**src/rtl/scan_pkg.sv**
```systemverilog
// Shared definitions for the ultrasonic scan controller: FSM state encoding,
// timer width and default timing constants (all times in 1 MHz clock cycles).
package scan_pkg;

    typedef enum logic [2:0] {
        ST_IDLE,
        ST_TRIG,
        ST_WAIT_RISE,
        ST_WAIT_FALL,
        ST_SETTLE,
        ST_CAPTURE,
        ST_CLEAR,
        ST_GAP
    } scan_state_t;

    localparam int TIMER_W            = 16;
    localparam int DIST_W             = 20;

    localparam int DEF_N_SENSORS      = 4;
    localparam int DEF_TRIG_US        = 10;
    localparam int DEF_TIMEOUT_US     = 30000;
    localparam int DEF_SETTLE_US      = 4;
    localparam int DEF_PERIOD_US      = 60000;

endpackage

```
**src/rtl/scan_slot_timer.sv**
```systemverilog
// 16-bit saturating up-counter with synchronous clear and a ">= limit" flag.
// Used both as the slot timer and as the echo timeout / settle timer.
module scan_slot_timer
    import scan_pkg::*;
(
    input  logic               clk_1m,
    input  logic               rst,
    input  logic               i_clr,
    input  logic [TIMER_W-1:0] i_limit,
    output logic               o_reached
);

    logic [TIMER_W-1:0] r_count;

    // Count every cycle, restart from zero on clear, stick at all-ones instead of wrapping
    always_ff @(posedge clk_1m or negedge rst) begin
        if (!rst) begin
            r_count <= '0;
        end else if (i_clr) begin
            r_count <= '0;
        end else if (r_count != '1) begin
            r_count <= r_count + 1'b1;
        end
    end

    assign o_reached = (r_count >= i_limit);

endmodule

```
**src/rtl/ultrasonic_scan_ctrl.sv**
```systemverilog
// Round-robin scheduler sharing one echo pulse-width counter between up to
// four ultrasonic rangers: trigger, route echo, capture distance or time out.
module ultrasonic_scan_ctrl
    import scan_pkg::*;
#(
    parameter int N_SENSORS  = DEF_N_SENSORS,
    parameter int TRIG_US    = DEF_TRIG_US,
    parameter int TIMEOUT_US = DEF_TIMEOUT_US,
    parameter int SETTLE_US  = DEF_SETTLE_US,
    parameter int PERIOD_US  = DEF_PERIOD_US
) (
    input  logic                 clk_1m,
    input  logic                 rst,
    input  logic                 en,
    input  logic [N_SENSORS-1:0] echo_in,
    output logic [N_SENSORS-1:0] trig_out,
    output logic                 echo_mux,
    output logic                 cnt_rst_n,
    input  logic [DIST_W-1:0]    dis_count,
    output logic [1:0]           sel,
    output logic [DIST_W-1:0]    result,
    output logic [1:0]           result_id,
    output logic                 result_valid,
    output logic                 result_timeout,
    output logic                 busy
);

    localparam logic [1:0]           LAST_SEL = 2'(N_SENSORS - 1);
    localparam logic [N_SENSORS-1:0] ONE_HOT0 = N_SENSORS'(1);

    scan_state_t         r_state;
    scan_state_t         w_next;
    logic [1:0]          r_sel;
    logic [1:0]          w_selNew;
    logic                w_selAdv;
    logic [N_SENSORS-1:0] r_trig;
    logic [1:0]          r_sync;
    logic                r_echoD;
    logic                r_clr;
    logic [DIST_W-1:0]   r_result;
    logic [1:0]          r_resultId;
    logic                r_valid;
    logic                r_timeout;

    logic                w_echoS;
    logic                w_rise;
    logic                w_fall;
    logic                w_slotClr;
    logic                w_toClr;
    logic [TIMER_W-1:0]  w_slotLimit;
    logic [TIMER_W-1:0]  w_toLimit;
    logic                w_slotReached;
    logic                w_toReached;

    assign echo_mux = echo_in[r_sel];
    assign w_echoS  = r_sync[1];
    assign w_rise   = w_echoS & ~r_echoD;
    assign w_fall   = ~w_echoS & r_echoD;
    assign w_selNew = w_selAdv ? ((r_sel == LAST_SEL) ? 2'd0 : r_sel + 2'd1) : r_sel;

    scan_slot_timer u_slotTimer (
        .clk_1m    (clk_1m),
        .rst       (rst),
        .i_clr     (w_slotClr),
        .i_limit   (w_slotLimit),
        .o_reached (w_slotReached)
    );

    scan_slot_timer u_timeoutTimer (
        .clk_1m    (clk_1m),
        .rst       (rst),
        .i_clr     (w_toClr),
        .i_limit   (w_toLimit),
        .o_reached (w_toReached)
    );

    // State register
    always_ff @(posedge clk_1m or negedge rst) begin
        if (!rst) begin
            r_state <= ST_IDLE;
        end else begin
            r_state <= w_next;
        end
    end

    // Next-state logic, timer clears/limits and sensor advance; echo events win over a same-cycle timeout
    always_comb begin
        w_next      = r_state;
        w_slotClr   = 1'b0;
        w_toClr     = 1'b0;
        w_selAdv    = 1'b0;
        w_slotLimit = TIMER_W'(PERIOD_US - 1);
        w_toLimit   = TIMER_W'(TIMEOUT_US);
        case (r_state)
            ST_IDLE: begin
                if (en) begin
                    w_next    = ST_TRIG;
                    w_slotClr = 1'b1;
                end
            end
            ST_TRIG: begin
                w_slotLimit = TIMER_W'(TRIG_US - 1);
                if (w_slotReached) begin
                    w_next  = ST_WAIT_RISE;
                    w_toClr = 1'b1;
                end
            end
            ST_WAIT_RISE: begin
                if (w_rise) begin
                    w_next = ST_WAIT_FALL;
                end else if (w_toReached) begin
                    w_next = ST_CLEAR;
                end
            end
            ST_WAIT_FALL: begin
                if (w_fall) begin
                    w_next  = ST_SETTLE;
                    w_toClr = 1'b1;
                end else if (w_toReached) begin
                    w_next = ST_CLEAR;
                end
            end
            ST_SETTLE: begin
                w_toLimit = TIMER_W'(SETTLE_US - 1);
                if (w_toReached) begin
                    w_next = ST_CAPTURE;
                end
            end
            ST_CAPTURE: w_next = ST_GAP;
            ST_CLEAR:   w_next = ST_GAP;
            ST_GAP: begin
                if (w_slotReached) begin
                    w_selAdv = 1'b1;
                    if (en) begin
                        w_next    = ST_TRIG;
                        w_slotClr = 1'b1;
                    end else begin
                        w_next = ST_IDLE;
                    end
                end
            end
            default: w_next = ST_IDLE;
        endcase
    end

    // Echo synchronizer, edge history, trigger pins, counter clear strobe and result registers
    always_ff @(posedge clk_1m or negedge rst) begin
        if (!rst) begin
            r_sync     <= '0;
            r_echoD    <= 1'b0;
            r_sel      <= '0;
            r_trig     <= '0;
            r_clr      <= 1'b0;
            r_result   <= '0;
            r_resultId <= '0;
            r_valid    <= 1'b0;
            r_timeout  <= 1'b0;
        end else begin
            r_sync  <= {r_sync[0], echo_mux};
            r_echoD <= r_sync[1];
            r_sel   <= w_selNew;
            r_trig  <= (w_next == ST_TRIG) ? (ONE_HOT0 << w_selNew) : '0;
            r_clr   <= (w_next == ST_CLEAR);
            r_valid <= 1'b0;
            if (r_state == ST_CAPTURE) begin
                r_result   <= dis_count;
                r_resultId <= r_sel;
                r_valid    <= 1'b1;
                r_timeout  <= 1'b0;
            end else if (r_state == ST_CLEAR) begin
                r_result   <= '0;
                r_resultId <= r_sel;
                r_valid    <= 1'b1;
                r_timeout  <= 1'b1;
            end
        end
    end

    assign trig_out       = r_trig;
    assign sel            = r_sel;
    assign result         = r_result;
    assign result_id      = r_resultId;
    assign result_valid   = r_valid;
    assign result_timeout = r_timeout;
    assign busy           = (r_state != ST_IDLE);
    assign cnt_rst_n      = rst & ~r_clr;

endmodule

```
**config.mk**
```make
export PLATFORM = sky130hd
export DESIGN_NAME = ultrasonic_scan_ctrl
export DESIGN_NICKNAME = d
export VERILOG_FILES = /design/src/rtl/scan_pkg.sv /design/src/rtl/scan_slot_timer.sv /design/src/rtl/ultrasonic_scan_ctrl.sv
export SDC_FILE = /design/constraint.sdc
export NUM_CORES = 1
export LEC_CHECK = 0
export BUFFER_PORTS_ARGS = -buffer_cell sky130_fd_sc_hd__buf_2
export CAP_MARGIN = 30
export CORE_MARGIN = 1
export CORE_UTILIZATION = 64
export CTS_BUF_LIST = sky130_fd_sc_hd__clkbuf_2
export DETAILED_ROUTE_END_ITERATION = 10
export PLACE_DENSITY = 0.93
export SYNTH_ARGS = -nofsm -noshare
export SYNTH_HDL_FRONTEND = slang
export SYNTH_HIERARCHICAL = 1
export SYNTH_SLANG_ARGS = --single-unit
```
**constraint.sdc**
```tcl
create_clock -name clk_1m -period 7.5 [get_ports clk_1m]
set_input_delay 0 -clock clk_1m [delete_from_list [all_inputs] [get_ports clk_1m]]
set_output_delay 0 -clock clk_1m [all_outputs]
set_load 0.02 [all_outputs]
```
==> results of run 1 <==
==> registers in the layout, indices dropped and copies added, names as in the netlist <==
name / count
u_slotTimer/r_count: 16
r_clr: 1
r_echoD: 1
result: 20
trig_out: 4
result_id: 2
u_timeoutTimer/r_count: 16
result_timeout: 1
r_sync: 2
r_state: 3
sel: 2
result_valid: 1
==> critical path, stage by stage (launching register included) <==
cell,delay [ps]
dfrtp_1,690
clkinv_2,200
nand3b_1,390
inv_1,130
ha_1,340
nand4_1,120
o311a_1,380
o21ai_0,640
mux2i_1,160
a211oi_1,750
nor4b_2,380
==> cell families after synthesis <==
kind of cell	after synthesis	synth area share (%)
xor+xnor	4	0.8443
mux	12	3.468
simple gates	125	18.76
compound gates	99	17.49
other cells	2	0.1810
fa+ha+maj	35	10.55
buf+inv	66	7.087
flops	69	41.62
==> path summary, 6_finish.rpt <==
path	start	to	slack (ps)	cells past startpoint
min in group clk_1m	dis_count[6]	result[6]	180	3
worst min-delay path	rst	u_slotTimer/r_count[8]	110	3
max in group asynchronous	rst	result_id[1]	6780	3
worst max-delay path	r_state[2]	trig_out[2]	3230	10
worst min register to register	r_sync[0]	r_sync[1]	390	0
worst max register to register	r_state[2]	trig_out[2]	3230	10
==> Yosys cell counts, drive strengths merged (3+ instances only) <==
cell type  instances  area, um2
buf               11      73.82
o21a               5      37.54
nand3              8      60.06
mux2               6      71.31
a21o               6      45.04
nor4               6      37.54
nor2b              6      37.54
dfrtp             69       1727
or3               12      77.57
a31oi              4      25.02
mux2i              5      50.05
or4                6      47.55
xnor2              4      35.03
and4               6      55.05
nor2              23      86.33
o31ai             10      75.07
o21ai             11      55.05
ha                35      437.9
nand4             11      68.82
a211oi             5      37.54
nand2b             4      25.02
a21boi             4      30.03
a311oi             3      26.28
inv               50      187.7
nor3              13      76.33
nand2             17      63.81
and3               3      18.77
a22o              20      175.2
nor4b              3      45.04
a21oi             22      110.1
==> power groups by stage <==
stage	registers (W)	logic (W)	clock network, W
5_1_grt	0.000706	0.000732	0.000251
3_3_place_gp	0.000664	0.000564	0
3_5_place_dp	0.000674	0.000612	0
4_1_cts	0.000669	0.000625	0.000221
6_report	0.000694	0.000682	0.000233
2_1_floorplan	0.000666	0.000425	0
==> cells in the final DEF (no fill, tap or decap), types with 3 or more instances in the layout <==
| cell | n |
|---|---|
| xnor2_1 | 4 |
| inv_6 | 3 |
| or4_1 | 4 |
| o21ai_0 | 10 |
| nor4b_2 | 3 |
| nor3_1 | 12 |
| o31ai_1 | 10 |
| a311oi_1 | 3 |
| a22o_1 | 20 |
| mux2i_1 | 5 |
| conb_1 | 14 |
| a21o_1 | 6 |
| a21oi_1 | 22 |
| clkbuf_2 | 9 |
| nand2_1 | 17 |
| dfrtp_1 | 69 |
| a31oi_1 | 4 |
| ha_1 | 35 |
| inv_1 | 50 |
| nand3_1 | 4 |
| nand3_2 | 4 |
| nand4_1 | 11 |
| nor2b_1 | 6 |
| nand2b_1 | 4 |
| o21a_1 | 5 |
| nor4_1 | 6 |
| buf_2 | 59 |
| mux2_2 | 5 |
| and3_1 | 3 |
| and4_1 | 4 |
| dlygate4sd3_1 | 24 |
| nor2_1 | 23 |
| a211oi_1 | 5 |
| a21boi_0 | 3 |
| or3_1 | 10 |
| buf_4 | 6 |
==> routing by layer <==
layer / vias to the layer above / part of all wire, %
met5: - / 0
met4: 0 / 7.9
met3: 121 / 11
met2: 357 / 46
met1: 1905 / 35
li1: 1690 / -
==> stage by stage <==
| stage | std cells | area [um2] | setup slack [ps] | hold slack (ps) | total power [W] |
|---|---|---|---|---|---|
| final | 589 | 4877 | 3231 | 109.3 | 0.001609 |
| after global routing | 589 | 4877 | 2957 | 151.4 | 0.001689 |
| after floorplan | 424 | 4194 | 4185 | -295.6 | 0.001090 |
| after detailed placement | 549 | 4527 | 3758 | 226.2 | 0.001286 |
| after global placement | 549 | 4527 | 3995 | 216.5 | 0.001227 |
| after CTS | 588 | 4867 | 3674 | 21.04 | 0.001515 |
==> cell type report <==
cell class	instances	area, um2
repair buffers	89	580.6
multi-input cells	289	2173
clock buffers	9	45.04
flip-flops and latches	69	1727
clock inverters	7	65.06
fillers	320	1219
inverters	51	192.7
well taps	75	93.84
==> qor.yml, run 1 <==
timing:
  tns_ps: 0
  fmax_mhz: 234.2
  relSlewSlack_pct: 42.33
  min_period_ps: 4269
  final-setup-viol-count: 0
  post-route-period-util_pct: 56.92
  hold_viol: 0
  maxSlewViolCount: 0
  fin_skew_ps: 59.76
  worstMarginPinSlew_ps: 865.1
  grt_setup_unrepaired: "no"
floorplan:
  die_h_um: 82.52
  ios: 60
  rows: 28
  dieArea_um2: 6809
  start_util_pct: 68.06
  core_um2: 6096
  die_x_um: 82.52
layout:
  fin_nets: 571
  fin_util_pct: 80.01
  diodes: 0
  drive_gt1_share_pct: 20.82
  syn2layout_area_growth_pct: 17.55
pwr:
  pwr-share-comb_pct: 42.4
  swShare_pct: 47.67
  p_switching_w: 0.0007669
  p_seq_share_pct: 43.1
  intPower_w: 0.0008419
  peakVddDrop_uv: 254.9
  p_clk_share_pct: 14.5
  p_leak_nw: 2.474
  p_per_area_nw_per_um2: 329.9
drt:
  dr.pass1.iters: 6
  drc: 0
  drt_wl_total_mm: 13.06
  ant_nets: 0
  drtIter0Drc: 530
  drt-wirelength-per-cell_um: 22.17
  via_per_inst: 6.915
  routed-via-count: 4073
global_route:
  met2_usage_pct: 64.88
  grt_pass1_vias: 4025
  track_usage_pct: 41.95
  met3_usage_pct: 12.20
  grt_pass1_wl_mm: 20.46
  grt_busiest_layer: "met2"
  grt.overflow.total: 0
  grt_max_degree: 71
  grt_use_met1_pct: 50.00
  antenna_found_initial: 0
worst_setup_path:
  crit_fanout: 13
  worstPathArrival_ps: 4720
  worstSetupEndpointType: "register"
  critPathKind: "reg2reg"
  worstPathRequired_ps: 7950
  startpoint_type: "register"
placed_design:
  dpl.hpwl_mm: 6.771
  place.gp.congestion: 0.8412
  numPortBuffers: 59
clock_network:
  root_buffer: "clkbuf_2"
  h-tree-depth: 3
  clock_sinks: 69
  cts_resized: 0
  cts_tree: "yes"
  clk_pin_slew_worst_paths_ps: 290
  cts.path.max_buffers: 2
  numCtsBuffers: 9
  clk_latency_ps: 590
  ctsHoldBuffers: 23
  postCtsSetupRepairBufs: 0
yosys:
  netlist_area_um2: 4149
  synth-edff-count: 0
  seq_area_frac_synth_pct: 41.62
  synth-seq-cells: 69
  async_flop_share_pct: 100.0
  ys_warn_count: 6
  synth_area_per_cell_um2: 10.07
  synth_cell_type_count: 56
  ys.flop_type: "dfrtp_1"
  syn_inst: 412
run:
  drv_cap: 0
min_path:
  min_path_type: "in2async"
outcome:
  status: "finished clean"
No activity file was read; power rests on OpenSTA's default activity.
==> run 2, diff against run 1 <==
- CORE_UTILIZATION: 64 -> 54
- PLACE_DENSITY: 0.93 -> 0.84
- clock period: 7.5 -> 3.6 ns (I/O delays scaled with it)
==> run 2 against run 1 <==
  * Setup slack worse by 3100 ps
  * Clock power up 140%
  * First-iteration DRC count down 58%
  * Die area up 18%
  * Combinational power up 100%
  * Sequential share of layout area down 0.87 points
==> qor.yml, run 2 (synthesized netlist as in run 1, its figures left out) <==
outcome:
  status: "finished clean"
floorplan:
  ios: 60
  rows: 31
  die_h_um: 89.66
  start_util_pct: 56.60
  core_um2: 7331
  dieArea_um2: 8038
  die_x_um: 89.66
placed_design:
  placed_cells: 576
  numPortBuffers: 59
  place.gp.congestion: 0.8487
  dpl.hpwl_mm: 6.454
  pre_cts_ws_ps: 61.45
drt:
  ant_nets: 0
  dr.pass1.iters: 4
  drt-wirelength-per-cell_um: 17.81
  drt_wl_total_mm: 10.99
  drc: 0
  drtIter0Drc: 224
  routed-via-count: 3708
  via_per_inst: 6.010
worst_setup_path:
  worstPathArrival_ps: 3910
  rr_startpoint: "r_state[1]"
  startpoint_type: "register"
  r2r_end: "trig_out[1]"
  worstPathRequired_ps: 4070
  worstSetupEndpointType: "register"
  critPathKind: "reg2reg"
  r2r_slack_ps: 160
  crit_fanout: 11
  reg2reg_depth: 11
min_path:
  holdPathEnd: "u_slotTimer/r_count[8]"
  worst_hold_path.num_cells: 4
  hold_start: "en"
  min_path_type: "in2reg"
run:
  drv_cap: 0
timing:
  fmax_mhz: 291.0
  tns_ps: 0
  post-route-period-util_pct: 95.46
  worstMarginPinSlew_ps: 972.2
  final-setup-viol-count: 0
  maxSlewViolCount: 0
  grt_setup_unrepaired: "no"
  min_period_ps: 3437
  layout_setup_ws_ps: 163.3
  relSlewSlack_pct: 34.75
  hold_viol: 0
  fin_skew_ps: 64.52
layout:
  diodes: 0
  mostFrequentLayoutCells: "dfrtp_1, buf_2, inv_1, ha_1, dlygate4sd3_1"
  nFillCells: 495
  syn2layout_area_growth_pct: 20.60
  drive_gt1_share_pct: 22.20
  largest_reg_flops: 20
  multi_input_area_um2: 2188
  layout_commonest_cell: "dfrtp_1"
  fin_util_pct: 68.25
  register_area_um2: 1728
  fin_cells: 617
  fin_nets: 575
global_route:
  grt_pass1_wl_mm: 17.61
  antenna_found_initial: 0
  grt_pass1_vias: 3725
  grt_max_degree: 45
  grt.overflow.total: 0
  track_usage_pct: 29.49
clock_network:
  cts_tree: "yes"
  clk_pin_slew_worst_paths_ps: 240
  postCtsSetupRepairBufs: 0
  h-tree-depth: 3
  cts.path.max_buffers: 2
  root_buffer: "clkbuf_2"
  numCtsBuffers: 9
  clock_sinks: 69
  clk_latency_ps: 550
pwr:
  peakVddDrop_uv: 420.2
  p_per_area_nw_per_um2: 669.7
  power_w: 0.003351
  p_leak_nw: 2.518
## run 2: timing repair
action | 4_1_cts | 5_1_grt
gates resized for setup | 0 | 6
setup endpoints to repair | 0 | 38
endpoints found under the hold margin | 63 | 11
hold buffers | 23 | 1
## run 2: report_power, final
part	total, W	switching (W)	internal (W)
clock network	0.000561	0.000323	0.000238
registers	0.00141	0.000366	0.00104
logic	0.00138	0.000770	0.000612
total	0.00335	0.00146	0.00189
## run 2: how the worst max path moves through the flow
stage                     cells after the start  slack [ps]                     end       start
after floorplan                              13         280  u_slotTimer/r_count[6]  r_state[2]
after global placement                       11         280             trig_out[0]  r_state[1]
after detailed placement                     10          60             trig_out[1]  r_state[1]
after CTS                                    10          20             trig_out[1]  r_state[1]
after global routing                         11          30             trig_out[1]  r_state[1]
final                                        11         160             trig_out[1]  r_state[1]
## run 2: critical path, stage by stage, from the launching register on
cell and delay (ps):
dfrtp_2 540, nand3b_1 400, inv_1 140, ha_1 250, a21o_1 180, a21o_1 180
a221oi_1 370, o21ai_2 190, nand4_1 250, mux2_2 430, nand2b_1 210, nor4b_2 230
## run 2: per-stage QoR
stage,hold slack [ps],cell area (um2)
4_1_cts,28.98,4957
2_1_floorplan,-295.6,4194
3_3_place_gp,195.7,4579
6_report,55.37,5004
5_1_grt,16.68,5004
3_5_place_dp,200.1,4579
## run 2: final cells by class
cell class | instances | area share (%)
Timing Repair Buffer | 93 | 12.45
Tap cell | 99 | 2.476
Sequential cell | 69 | 34.53
Clock buffer | 9 | 0.9002
Inverter | 51 | 3.851
Clock inverter | 7 | 2.051
Multi-Input combinational cell | 289 | 43.74
## run 2: per-layer routing
layer	share of wire [%]	global-route usage (%)	vias up
met5	0	0	-
li1	-	-	1692
met1	39	35.24	1794
met4	3.7	16.31	0
met3	6.9	7.221	41
met2	50	49.04	181
